==> config.mk <==
export PLATFORM = sky130hd
export DESIGN_NAME = fetch_stage
export DESIGN_NICKNAME = d
export VERILOG_FILES = /design/src/rtl/fetch_stage.sv
export SDC_FILE = /design/constraint.sdc
export NUM_CORES = 1
export LEC_CHECK = 0
export CORE_MARGIN = 5
export CORE_UTILIZATION = 54
export DETAILED_ROUTE_END_ITERATION = 6
export GPL_TIMING_DRIVEN = 0
export PLACE_DENSITY = 0.81
export SYNTH_ARGS = -nofsm -noshare
export SYNTH_HDL_FRONTEND = slang
export SYNTH_SLANG_ARGS = --single-unit
==> constraint.sdc <==
create_clock -name clk -period 3.5 [get_ports clk]
set_clock_uncertainty 0.1 [all_clocks]
set_input_delay 0.7 -clock clk [delete_from_list [all_inputs] [get_ports clk]]
set_output_delay 0.7 -clock clk [all_outputs]
set_load 0.02 [all_outputs]
==> src/rtl/fetch_stage.sv <==
// rtl/fetch_stage.sv - instruction fetch front end: PC, imem drive, decode FIFO
module fetch_stage #(
  parameter int          DEPTH    = 4,
  parameter logic [31:0] RESET_PC = 32'h0000_0000
) (
  input  logic                     clk,
  input  logic                     reset,
  output logic [31:0]              imem_addr,
  input  logic [31:0]              imem_instru,
  input  logic                     redirect,
  input  logic [31:0]              redirect_pc,
  input  logic                     id_ready,
  output logic                     id_valid,
  output logic [31:0]              id_instru,
  output logic [31:0]              id_pc,
  output logic [31:0]              id_pc_plus4,
  output logic [$clog2(DEPTH):0]   fifo_count
);

  localparam int AW = $clog2(DEPTH);
  localparam int CW = AW + 1;
  localparam logic [CW-1:0] FULL = CW'(DEPTH);

  logic [31:0]   r_pc;
  logic [AW-1:0] r_wptr;
  logic [AW-1:0] r_rptr;
  logic [CW-1:0] r_count;
  logic [31:0]   r_mem_pc    [DEPTH];
  logic [31:0]   r_mem_instru[DEPTH];

  logic          w_pop;
  logic          w_push;
  logic [CW-1:0] w_count_next;

  assign w_pop  = id_valid & id_ready;
  // A full buffer may still accept a fetch when the head leaves in the same cycle.
  assign w_push = ~reset & ~redirect & ((r_count < FULL) | w_pop);

  always_comb begin
    w_count_next = r_count;
    case ({w_push, w_pop})
      2'b10:   w_count_next = r_count + 1'b1;
      2'b01:   w_count_next = r_count - 1'b1;
      default: w_count_next = r_count;
    endcase
  end

  always_ff @(posedge clk) begin
    if (reset) begin
      r_pc    <= RESET_PC;
      r_wptr  <= '0;
      r_rptr  <= '0;
      r_count <= '0;
    end else if (redirect) begin
      r_pc    <= {redirect_pc[31:2], 2'b00};
      r_wptr  <= '0;
      r_rptr  <= '0;
      r_count <= '0;
    end else begin
      if (w_push) begin
        r_pc   <= r_pc + 32'd4;
        r_wptr <= r_wptr + 1'b1;
      end
      if (w_pop) begin
        r_rptr <= r_rptr + 1'b1;
      end
      r_count <= w_count_next;
    end
  end

  // Storage carries no reset; occupancy is tracked solely by r_count.
  always_ff @(posedge clk) begin
    if (w_push) begin
      r_mem_pc[r_wptr]     <= r_pc;
      r_mem_instru[r_wptr] <= imem_instru;
    end
  end

  assign imem_addr   = r_pc;
  assign fifo_count  = r_count;
  assign id_valid    = (r_count != '0);
  assign id_instru   = id_valid ? r_mem_instru[r_rptr] : 32'd0;
  assign id_pc       = id_valid ? r_mem_pc[r_rptr] : 32'd0;
  assign id_pc_plus4 = id_valid ? (r_mem_pc[r_rptr] + 32'd4) : 32'd0;

endmodule

After elaboration in Yosys (flattened, before gate mapping)
Memory sizes are Yosys's and may differ from the RTL's. A register that Yosys moved wholly into a read port is not among the register bits.
Index checks and enable logic that the tools add are counted.
{ "word_totals": {"reg_bits": 39, "mem_bits_rw": 256, "inputBits": 68, "output_inout_bits": 132, "wordCells": 38, "mem_count": 2} }
{ "mem_list": {"columns": ["name", "depth", "word_bits", "rd", "rd_clocked_by_memory_dff", "wr", "line", "rtl"], "rows": [
  ["r_mem_instru", 4, 32, 1, 1, 1, "29", "logic [31:0] r_mem_instru[DEPTH];"],
  ["r_mem_pc", 4, 32, 1, 1, 1, "28", "logic [31:0] r_mem_pc [DEPTH];"]
]} }
{ "classes": {"addsub": 6, "order_cmp": 1, "eq_ne": 2, "mux": 12, "n_bitwise": 6, "n_reduce_logical": 4} }
{ "op_table": {"columns": ["operator", "count"], "rows": [
  ["$mux W32", 5],
  ["$add A32 B3 Y32 const B", 2],
  ["$mux W2", 4],
  ["$pmux W3 S2", 1],
  ["$add A2 B1 Y2 const B", 2],
  ["$reduce_bool A2 Y1", 2],
  ["$add A3 B1 Y3 const B", 1],
  ["$and A1 B1 Y1", 3],
  ["$lt A3 B3 Y1 const B", 1],
  ["$reduce_bool A3 Y1", 1],
  ["$sub A3 B1 Y3 const B", 1],
  ["$eq A2 B1 Y1 const B", 1],
  ["$eq A2 B2 Y1 const B", 1],
  ["$mux W1", 2],
  ["$not A1 Y1", 2],
  ["$reduce_or A2 Y1", 1],
  ["$or A1 B1 Y1", 1]
]} }

Depth between registers and ports, before layout
Gate-level depths: netlist of the first run.
{ "depth": {"word_depth": 6, "mapped_depth": 10} }

Least setup slack after synthesis of the first run
Ideal clock, no wire load.
{ "synth_timing": {"path_type": "register to output", "from": "register (tool-made name)", "to": "output id_pc_plus4[16]", "t_arrival_ns": 2.525, "setup_slack_ns": 0.175, "path_stages_with_launch": 10, "path_cell_list": "dfxtp_1 -> buf_6 -> buf_12 -> mux4_2 -> ha_1 -> nand2_1 -> o22ai_1 -> nand4_1 -> or4_1 -> a21oi_1"} }
{ "synth_rtl": {"columns": ["element", "line", "rtl"], "rows": [
  ["to (decl)", "16", "output logic [31:0] id_pc_plus4,"]
]} }

==> results of run 1 <==
==> what timing repair did <==
item,CTS,global route
hold buffers,0,0
pin swaps,30,8
endpoints found under the setup margin,93,80
setup buffers,28,21
gates resized for setup,372,151
endpoints found under the hold margin,0,0
cloned,3,3
==> metal layers <==
metal	vias to the layer above	part of all wire [%]	track usage [%]
met2	483	50	41.54
met5	-	0	0
met4	0	2.6	7.096
li1	3637	-	-
met3	64	8.6	4.976
met1	4177	39	33.20
==> flip-flops by register name (all words and copies together) (netlist names), named ones only <==
name	flops
r_mem_instru	128
r_wptr	2
r_mem_pc	120
r_rptr	2
imem_addr	30
fifo_count	3
==> metrics by stage <==
stage                     area [µm²]  util [%]  hold slack [ns]  total power, µW
after detailed placement       14740     65.29           0.3856             4592
after CTS                      16240     71.96           0.3942             7542
after global placement         14640     64.87           0.3797             4570
after global routing           16680     73.90           0.4468             7834
after floorplan                12370         -           0.3647             4250
final                          16680     73.90           0.3958             7590
==> where the power goes <==
group | leakage (µW) | internal [µW] | switching (µW)
clock network | 0.000438 | 1730 | 1250
registers | 0.00259 | 3810 | 85.6
logic | 0.00287 | 339 | 377
total | 0.00589 | 5880 | 1710
==> logic make-up (layout without fill, tap and decap cells) <==
logic type      count (synthesis)  count (layout)  synth area share [%]
xor+xnor                       28              28                 1.985
simple gates                  267             267                 11.48
fa+ha+maj                       8               8                0.8709
compound gates                 61              61                 3.322
other cells                     1               6               0.03035
buf+inv                        57             355                 2.380
mux                            81              81                 13.34
flops                         287             287                 66.59
==> layout by cell type (no fill, tap or decap), drive strengths merged, types with 8 or more instances in the layout <==
cell type      synthesis  final
edfxtp               248    248
buf                   20    125
clkdlybuf4s50          0    113
clkbuf                22     71
and2                  65     65
mux4                  62     62
nor2                  61     61
dfxtp                 39     39
nand2                 39     39
nand3                 23     23
nand4                 16     16
inv                   15     15
a21oi                 15     15
nor3                  15     15
xnor2                 14     14
xor2                  14     14
mux2                  13     13
or3                   11     11
clkinv                 0     11
a211oi                10     10
and3                   9      9
or4                    9      9
o31ai                  8      8
==> final cells by class <==
class | instances | area (µm²) | area share [%]
flip-flops and latches | 287 | 8229 | 49.34
multi-input cells | 451 | 4293 | 25.74
repair buffers | 248 | 2491 | 14.94
clock buffers | 34 | 744.5 | 4.463
well taps | 285 | 356.6 | 2.138
plain buffers | 41 | 344.1 | 2.063
clock inverters | 17 | 165.2 | 0.9902
inverters | 15 | 56.30 | 0.3376
==> worst max-delay path, stage by stage (launching register included) <==
cell     delay [ns]
dfxtp_2        0.34
buf_12         0.15
buf_12         0.14
mux4_2         0.42
ha_4           0.20
nand2_4        0.07
o22ai_4        0.18
nand4_1        0.14
buf_6          0.17
or4_4          0.49
a21oi_2        0.17
buf_6          0.14
==> worst max-delay path by stage <==
stage,from,endpoint,slack (ns),depth (start not counted)
2_1_floorplan,flop,id_pc_plus4[16],0.17,9
3_3_place_gp,id_ready,r_mem_instru[0][12]$_DFFE_PP_,-1.49,4
3_5_place_dp,flop,id_pc_plus4[26],-0.73,10
4_1_cts,flop,id_pc_plus4[29],-0.41,9
5_1_grt,flop,id_pc_plus4[16],-0.53,11
6_report,flop,id_pc_plus4[16],-0.45,11
==> impl_metrics.py, run 1 <==
metrics = {
    "grt": {
        "grt_overflow_total": 0,
        "grt_use_total_pct": 24.71,
        "grt_pass1_vias": 8378,
        "grt_pass1_wl_um": 49680,
        "grt_max_degree": 63,
        "antenna_found_initial": 0,
    },
    "place": {
        "pre_cts_slack_ns": -0.7260,
        "dpl.hpwl_um": 20730,
        "gp_congestion": 0.8685,
        "dp.cells": 1274,
        "io_buffers": 191,
    },
    "timing": {
        "finalCriticalPeriod_ns": 3.949,
        "max_freq_ghz": 0.2532,
        "worst_pin_slew_ns": 0.9345,
        "final_hold_viol_count": 0,
        "drv_slew": 0,
        "setup-violations-final": 29,
        "rsz0062_at_grt": "true",
        "max-slew-margin-rel_pct": 37.70,
        "fin_tns_setup_ns": -6.520,
        "setup_ws_ns": -0.4493,
        "timing.final.crit_share_pct": 112.8,
    },
    "clock_network": {
        "h-tree-depth": 1,
        "clockBufferDepth": 3,
        "clk_pin_slew_worst_paths_ns": 0.06,
        "cts_sinks": 287,
        "insertion_delay_ns": 0.53,
        "cts_made_buffers": 28,
        "cts_tree": "done",
        "cts_root_buf": "clkbuf_16",
    },
    "finish": {
        "fin_nets": 1148,
        "insertedDiodeCount": 0,
        "fin_cells": 1378,
        "drive_above_1_share_pct": 31.11,
        "fillers": 1319,
        "syn2layout_area_growth_pct": 35.00,
    },
    "synthesis": {
        "yosys_warnings": 0,
        "synth_top_area_cell": "edfxtp_1",
        "synthCells": 790,
        "synth_top_area_share_pct": 60.27,
        "ys_ff_latch": 287,
        "seq_area_frac_synth_pct": 66.59,
        "synthTopCellsByCount": "248 x edfxtp_1, 65 x and2_1, 61 x nor2_1",
        "synth-main-ff-cell": "edfxtp_1",
        "synth-edff-count": 248,
        "syn_area_mm2": 0.01236,
        "avgSynthCellArea_um2": 15.64,
        "yosysMostFrequentCell": "edfxtp_1",
        "async_flop_share_pct": 0,
        "synth.area.top_cells": "edfxtp_1 60%, mux4_2 9.1%, dfxtp_1 6.3%, and2_1 3.3%, mux4_1 2.6%",
        "synth.distinct_cells": 47,
    },
    "floorplan": {
        "die_w_um": 161.3,
        "ios": 200,
        "core_mm2": 0.02257,
        "num_rows": 55,
        "chipHeight_um": 161.3,
        "start_util_pct": 54.74,
        "dieArea_mm2": 0.02601,
    },
    "hold_path": {
        "hold_depth": 2,
        "hp-class": "flop to flop",
        "hold_start": "r_wptr[1]$_SDFFE_PP0P_",
        "min_to": "r_wptr[1]$_SDFFE_PP0P_",
    },
    "power": {
        "p_per_area_mw_per_mm2": 455.0,
        "ir_worst_vdd_mv": 0.2919,
        "p_leak_uw": 0.005893,
    },
    "job": {
        "drv_cap": 0,
    },
    "route": {
        "drt-pass1-iter-count": 5,
        "wirelength_um": 34000,
        "num_vias": 8361,
        "antenna_left": 0,
        "first_iter_violations": 903,
        "viasPerCell": 6.067,
        "drc": 0,
        "avgRoutedWirePerCell_um": 24.67,
    },
    "critical_path": {
        "rrSetupSlack_ns": 0.63,
        "r2r_start": "imem_addr[9]$_SDFFE_PP0P_",
        "critical_path_arrival_ns": 3.15,
        "r2r_end": "imem_addr[29]$_SDFFE_PP0P_",
        "required_ns": 2.70,
        "setup.worst_path.class": "flop to output pin",
        "worst_r2r_path_depth": 5,
        "critPathLaunchType": "flop",
        "crit_path_end_kind": "output pin",
        "worstPathMaxFanout": 6,
    },
    "outcome": {
        "status": "finished with violations",
        "violations": "setup timing",
    },
}
No activity file was read; power rests on OpenSTA's default activity.
==> run 2: changes to the inputs <==
--- a/config.mk
+++ b/config.mk
@@ -5,7 +5,7 @@
 export SDC_FILE = /design/constraint.sdc
 export NUM_CORES = 1
 export LEC_CHECK = 0
-export CORE_MARGIN = 5
+export CORE_MARGIN = 1
 export CORE_UTILIZATION = 54
 export DETAILED_ROUTE_END_ITERATION = 6
 export GPL_TIMING_DRIVEN = 0
==> impl_metrics.py, run 2 (synthesis gave the netlist of run 1 again) <==
metrics = {
    "timing": {
        "max_freq_ghz": 0.2538,
        "drv_slew": 0,
        "final_hold_viol_count": 0,
        "setup_ws_ns": -0.4397,
        "max-slew-margin-rel_pct": 52.73,
        "setup-violations-final": 29,
        "worst_pin_slew_ns": 0.7026,
        "timing.final.crit_share_pct": 112.6,
        "rsz0062_at_grt": "true",
        "finalCriticalPeriod_ns": 3.940,
    },
    "critical_path": {
        "crit_path_end_kind": "output pin",
        "required_ns": 2.70,
        "critPathLaunchType": "flop",
        "crit_chain": "buf_8 -> bufbuf_16 -> buf_12 -> bufbuf_16 -> nand2b_1 -> o22ai_2 -> nand4_1 -> buf_6 -> nor3_2 -> mux2_4 -> buf_4",
        "critPathMostFrequentCell": "bufbuf_16",
        "crit_cells": 11,
        "crit_slowest_cell": "dfxtp_2",
        "worstPathMaxFanout": 11,
        "critPathTopFamily": "buffers and inverters",
        "worst_r2r_path_depth": 5,
        "critical_path_arrival_ns": 3.14,
        "critPathBufInv": 6,
        "cpPeakStageDelay_ns": 0.34,
        "setup.worst_path.class": "flop to output pin",
    },
    "floorplan": {
        "dieArea_mm2": 0.02349,
        "die_w_um": 153.3,
        "start_util_pct": 55.75,
        "chipHeight_um": 153.3,
        "ios": 200,
        "num_rows": 54,
        "core_mm2": 0.02216,
    },
    "route": {
        "drt-pass1-iter-count": 5,
        "wirelength_um": 31240,
        "avgRoutedWirePerCell_um": 22.81,
        "drc": 0,
        "viasPerCell": 5.976,
        "num_vias": 8187,
        "antenna_left": 0,
        "first_iter_violations": 685,
    },
    "place": {
        "io_buffers": 191,
        "placed_cell_area_mm2": 0.01477,
        "pre_cts_slack_ns": -0.7581,
        "dpl.hpwl_um": 19720,
        "gp_congestion": 0.8783,
    },
    "job": {
        "drv_cap": 0,
    },
    "finish": {
        "drive_above_1_share_pct": 28.35,
        "largest_register_ffs": 128,
        "final_cell_mix": "248 x edfxtp_1, 112 x clkdlybuf4s50_1, 61 x and2_1",
        "insertedDiodeCount": 0,
        "syn2layout_area_growth_pct": 32.95,
        "final_common_cell": "edfxtp_1",
        "fin_area_mm2": 0.01643,
        "top_register": "r_mem_instru",
        "fin_nets": 1143,
    },
    "outcome": {
        "status": "finished with violations",
        "violations": "setup timing",
    },
    "clock_network": {
        "cts_tree": "done",
        "cts_made_buffers": 29,
        "cts_sinks": 287,
        "insertion_delay_ns": 0.55,
        "clockBufferDepth": 3,
        "clk_pin_slew_worst_paths_ns": 0.06,
        "h-tree-depth": 1,
        "hold_buffers": 0,
        "cts_root_buf": "clkbuf_16",
    },
    "grt": {
        "antenna_found_initial": 0,
        "grt_overflow_total": 0,
        "grt_max_degree": 58,
        "grt_use_total_pct": 26.80,
        "grt_pass1_vias": 8115,
        "grt_pass1_wl_um": 47660,
    },
    "power": {
        "p_per_area_mw_per_mm2": 464.7,
        "p_leak_uw": 0.005808,
        "ir_worst_vdd_mv": 0.3425,
    },
    "hold_path": {
        "hp-class": "flop to flop",
        "hold_depth": 2,
    },
}
[run 2: changes by cell type in the layout (fill, tap and decap cells not counted), sizes merged]
cell,delta
clkinv,-4
clkdlybuf4s15,-2
inv,+1
bufbuf,+2
buf,+2
clkinvlp,-2
dlygate4sd2,+5
dlymetal6s2s,-1
clkbuf,-1
clkdlybuf4s50,-1
bufinv,-2
[run 2: metal layers]
layer,GRT usage (%),vias up,part of all wire (%)
li1,-,3637,-
met1,35.62,4056,40
met2,45.58,429,49
met3,4.338,65,7.9
met4,8.177,0,2.8
met5,0,-,0
[run 2: final cells by class]
cell class,instances,area (µm²)
Clock inverter,10,96.34
Sequential cell,287,8229
Clock buffer,44,872.1
Timing Repair Buffer,242,2287
Multi-Input combinational cell,451,4195
Buffer,41,340.3
Tap cell,280,350.3
Fill cell,1307,5734
Inverter,15,56.30
[run 2: stage by stage]
step | util, % | TNS (ns) | power, µW | cells | hold WS (ns)
2_1_floorplan | - | 0 | 4250 | 795 | 0.3647
3_3_place_gp | 66.05 | -378.15 | 4563 | 1266 | 0.3800
3_5_place_dp | 66.63 | -25.84 | 4585 | 1270 | 0.4144
4_1_cts | 72.91 | -5.833 | 7620 | 1350 | 0.4373
5_1_grt | 74.12 | -10.56 | 7842 | 1370 | 0.4511
6_report | 74.12 | -6.732 | 7633 | 1370 | 0.4378
[run 2: final timing paths]
| path | startpoint | to | slack (ns) |
|---|---|---|---|
| hold / removal | r_rptr[1]$_SDFFE_PP0P_ | r_rptr[1]$_SDFFE_PP0P_ | 0.44 |
| hold reg to reg | r_rptr[1]$_SDFFE_PP0P_ | r_rptr[1]$_SDFFE_PP0P_ | 0.44 |
| setup / recovery | flop | id_pc_plus4[18] | -0.44 |
| setup reg to reg | imem_addr[9]$_SDFFE_PP0P_ | imem_addr[23]$_SDFFE_PP0P_ | 0.73 |
[run 2: power breakdown]
group	internal, µW	total [µW]	switching [µW]
Sequential	3810	3890	84.2
Clock	1800	3060	1270
Combinational	317	679	361
[run 2: repair_timing]
action | 4_1_cts | 5_1_grt
pin swaps | 21 | 17
buffers inserted | 23 | 21
cloned | 3 | 1
gates resized for setup | 362 | 75
setup endpoints to repair | 93 | 57
[run 2: tightest hold or removal path: cells and delay by family, from the launching register on]
| kind | cells | cell delay (ns) |
|---|---|---|
| xor gates and xnor gates | 1 | 0.06 |
| and+or+nand+nor | 1 | 0.11 |
| DFF | 1 | 0.32 |
==> run 3: changes to the inputs <==
==> constraint.sdc (replaced) <==
create_clock -name clk -period 4.05 [get_ports clk]
set_clock_uncertainty 0.1 [all_clocks]
set_input_delay 0.81 -clock clk [delete_from_list [all_inputs] [get_ports clk]]
set_output_delay 0.81 -clock clk [all_outputs]
set_load 0.02 [all_outputs]
==> impl_metrics.py, run 3 (synthesis gave the netlist of run 1 again) <==
metrics = {
    "timing": {
        "max-slew-margin-rel_pct": 53.60,
        "final_hold_viol_count": 0,
        "max_freq_ghz": 0.2486,
        "timing.final.crit_share_pct": 99.31,
        "setup-violations-final": 0,
        "drv_slew": 0,
        "rsz0062_at_grt": "true",
        "finalCriticalPeriod_ns": 4.022,
        "fin_hold_ws_ns": 0.4378,
        "worst_pin_slew_ns": 0.6896,
    },
    "finish": {
        "largest_register_ffs": 128,
        "syn2layout_area_growth_pct": 30.49,
        "drive_above_1_share_pct": 19.85,
        "final_common_cell": "edfxtp_1",
        "insertedDiodeCount": 0,
        "fin_area_mm2": 0.01612,
        "final_cell_mix": "248 x edfxtp_1, 157 x clkdlybuf4s50_1, 65 x and2_1",
        "fin_nets": 1111,
        "top_register": "r_mem_instru",
        "fin_cells": 1338,
    },
    "critical_path": {
        "cpPeakStageDelay_ns": 0.59,
        "crit_chain": "buf_12 -> buf_12 -> mux4_2 -> ha_4 -> nand2b_1 -> o22ai_4 -> nand4_1 -> buf_6 -> buf_4 -> o21ai_0 -> a21oi_1 -> buf_4",
        "critPathLaunchType": "flop",
        "crit_slowest_cell": "mux4_2",
        "crit_path_end_kind": "output pin",
        "required_ns": 3.14,
        "worst_r2r_path_depth": 5,
        "setup.worst_path.class": "flop to output pin",
        "worstPathMaxFanout": 11,
        "critical_path_arrival_ns": 3.11,
    },
    "power": {
        "p_sw_share_pct": 22.14,
        "ir_worst_vdd_mv": 0.2580,
        "p_leak_uw": 0.005581,
        "power_frac_seq_pct": 51.3,
        "finalPower_uw": 6560,
        "p_comb_share_pct": 8.6,
        "intPower_uw": 5107,
        "pwr-share-clk_pct": 40.1,
        "p_switching_uw": 1452,
        "p_per_area_mw_per_mm2": 406.9,
    },
    "floorplan": {
        "num_rows": 54,
        "chipHeight_um": 153.3,
        "start_util_pct": 55.75,
        "ios": 200,
        "core_mm2": 0.02216,
        "dieArea_mm2": 0.02349,
        "die_w_um": 153.3,
    },
    "place": {
        "dp.cells": 1270,
        "placed_cell_area_mm2": 0.01477,
        "gp_congestion": 0.8783,
        "io_buffers": 191,
        "dpl.hpwl_um": 19720,
    },
    "clock_network": {
        "cts_root_buf": "clkbuf_16",
        "h-tree-depth": 1,
        "cts_sinks": 287,
        "cts_tree": "done",
        "clockBufferDepth": 3,
        "insertion_delay_ns": 0.55,
        "clk_pin_slew_worst_paths_ns": 0.06,
        "cts_made_buffers": 29,
    },
    "route": {
        "drc": 0,
        "first_iter_violations": 721,
        "num_vias": 8007,
        "drt-pass1-iter-count": 5,
        "avgRoutedWirePerCell_um": 22.47,
        "wirelength_um": 30060,
        "antenna_left": 0,
        "viasPerCell": 5.984,
    },
    "job": {
        "drv_cap": 0,
    },
    "grt": {
        "antenna_found_initial": 0,
        "grt_overflow_total": 0,
        "grt_pass1_vias": 7998,
        "grt_use_total_pct": 25.71,
        "grt_max_degree": 58,
        "grt_pass1_wl_um": 45800,
    },
    "outcome": {
        "status": "finished clean",
    },
    "hold_path": {
        "hp-class": "flop to flop",
        "hold_depth": 2,
    },
}
## run 3: cell types whose count changed in the layout (fill, tap and decap cells not counted), moves of 6 or more
cell	previous run	this run
dlymetal6s2s_1	4	12
clkdlybuf4s50_1	112	157
buf_6	21	12
buf_2	33	6
dlygate4sd2_1	10	4
buf_4	60	25
## run 3: path summary, 6_finish.rpt
| path | start | to | slack, ns |
|---|---|---|---|
| setup reg to reg | imem_addr[9]$_SDFFE_PP0P_ | imem_addr[23]$_SDFFE_PP0P_ | 1.27 |
| hold reg to reg | r_rptr[1]$_SDFFE_PP0P_ | r_rptr[1]$_SDFFE_PP0P_ | 0.44 |
| setup / recovery | flop | id_pc_plus4[14] | 0.03 |
| hold / removal | r_rptr[1]$_SDFFE_PP0P_ | r_rptr[1]$_SDFFE_PP0P_ | 0.44 |
## run 3: repair_timing
item                       4_1_cts  5_1_grt
resized for setup              127       52
setup buffers                    8        6
hold buffers                     0        0
pin swaps                        6       12
setup endpoints to repair       83       47
cloned                           0        1
## run 3: area by class of cell
class / instances / area, µm²
clock buffer: 44 / 872.1
clock inverter: 10 / 96.34
fill: 1362 / 6038
multi-input combinational: 451 / 4089
inverter: 15 / 56.30
buffer: 41 / 297.8
timing repair buffer: 210 / 2132
tap: 280 / 350.3
sequential: 287 / 8229
## run 3: power groups by stage
stage | registers [µW] | logic, µW | clock network, µW
after CTS | 3360 | 552 | 2660
after global placement | 3420 | 524 | 0
final | 3360 | 564 | 2630
after global routing | 3370 | 600 | 2780
after detailed placement | 3420 | 541 | 0
after floorplan | 3420 | 251 | 0
## run 3: layer usage
metal	share of wire (%)	GRT usage [%]	up-vias	wire length [µm]
met4	2.8	8.225	0	834
met2	49	43.53	410	14680
li1	-	-	3551	-
met1	41	34.20	3982	12380
met5	0	0	-	0
met3	7.2	4.139	64	2163
## run 3: stage by stage
| step | worst slack [ns] | utilization, % | setup TNS (ns) |
|---|---|---|---|
| finish | 0.02808 | 72.75 | 0 |
| global route | -0.1125 | 72.75 | -0.7997 |
| CTS | -0.1078 | 71.96 | -0.3444 |
| detailed placement | -0.3181 | 66.63 | -3.011 |
| global placement | -1.033 | 66.05 | -247.67 |
| floorplan | 0.6145 | - | 0 |
## run 3: critical path: cells and delay by family (launching register included)
kind / cells / cell delay [ns]
multiplexers: 1 / 0.59
adder cells (fa/ha/maj): 1 / 0.21
buffers and inverters: 5 / 0.80
flip-flops: 1 / 0.35
AO/OA/AOI/OAI: 3 / 0.39
AND/OR/NAND/NOR: 2 / 0.23
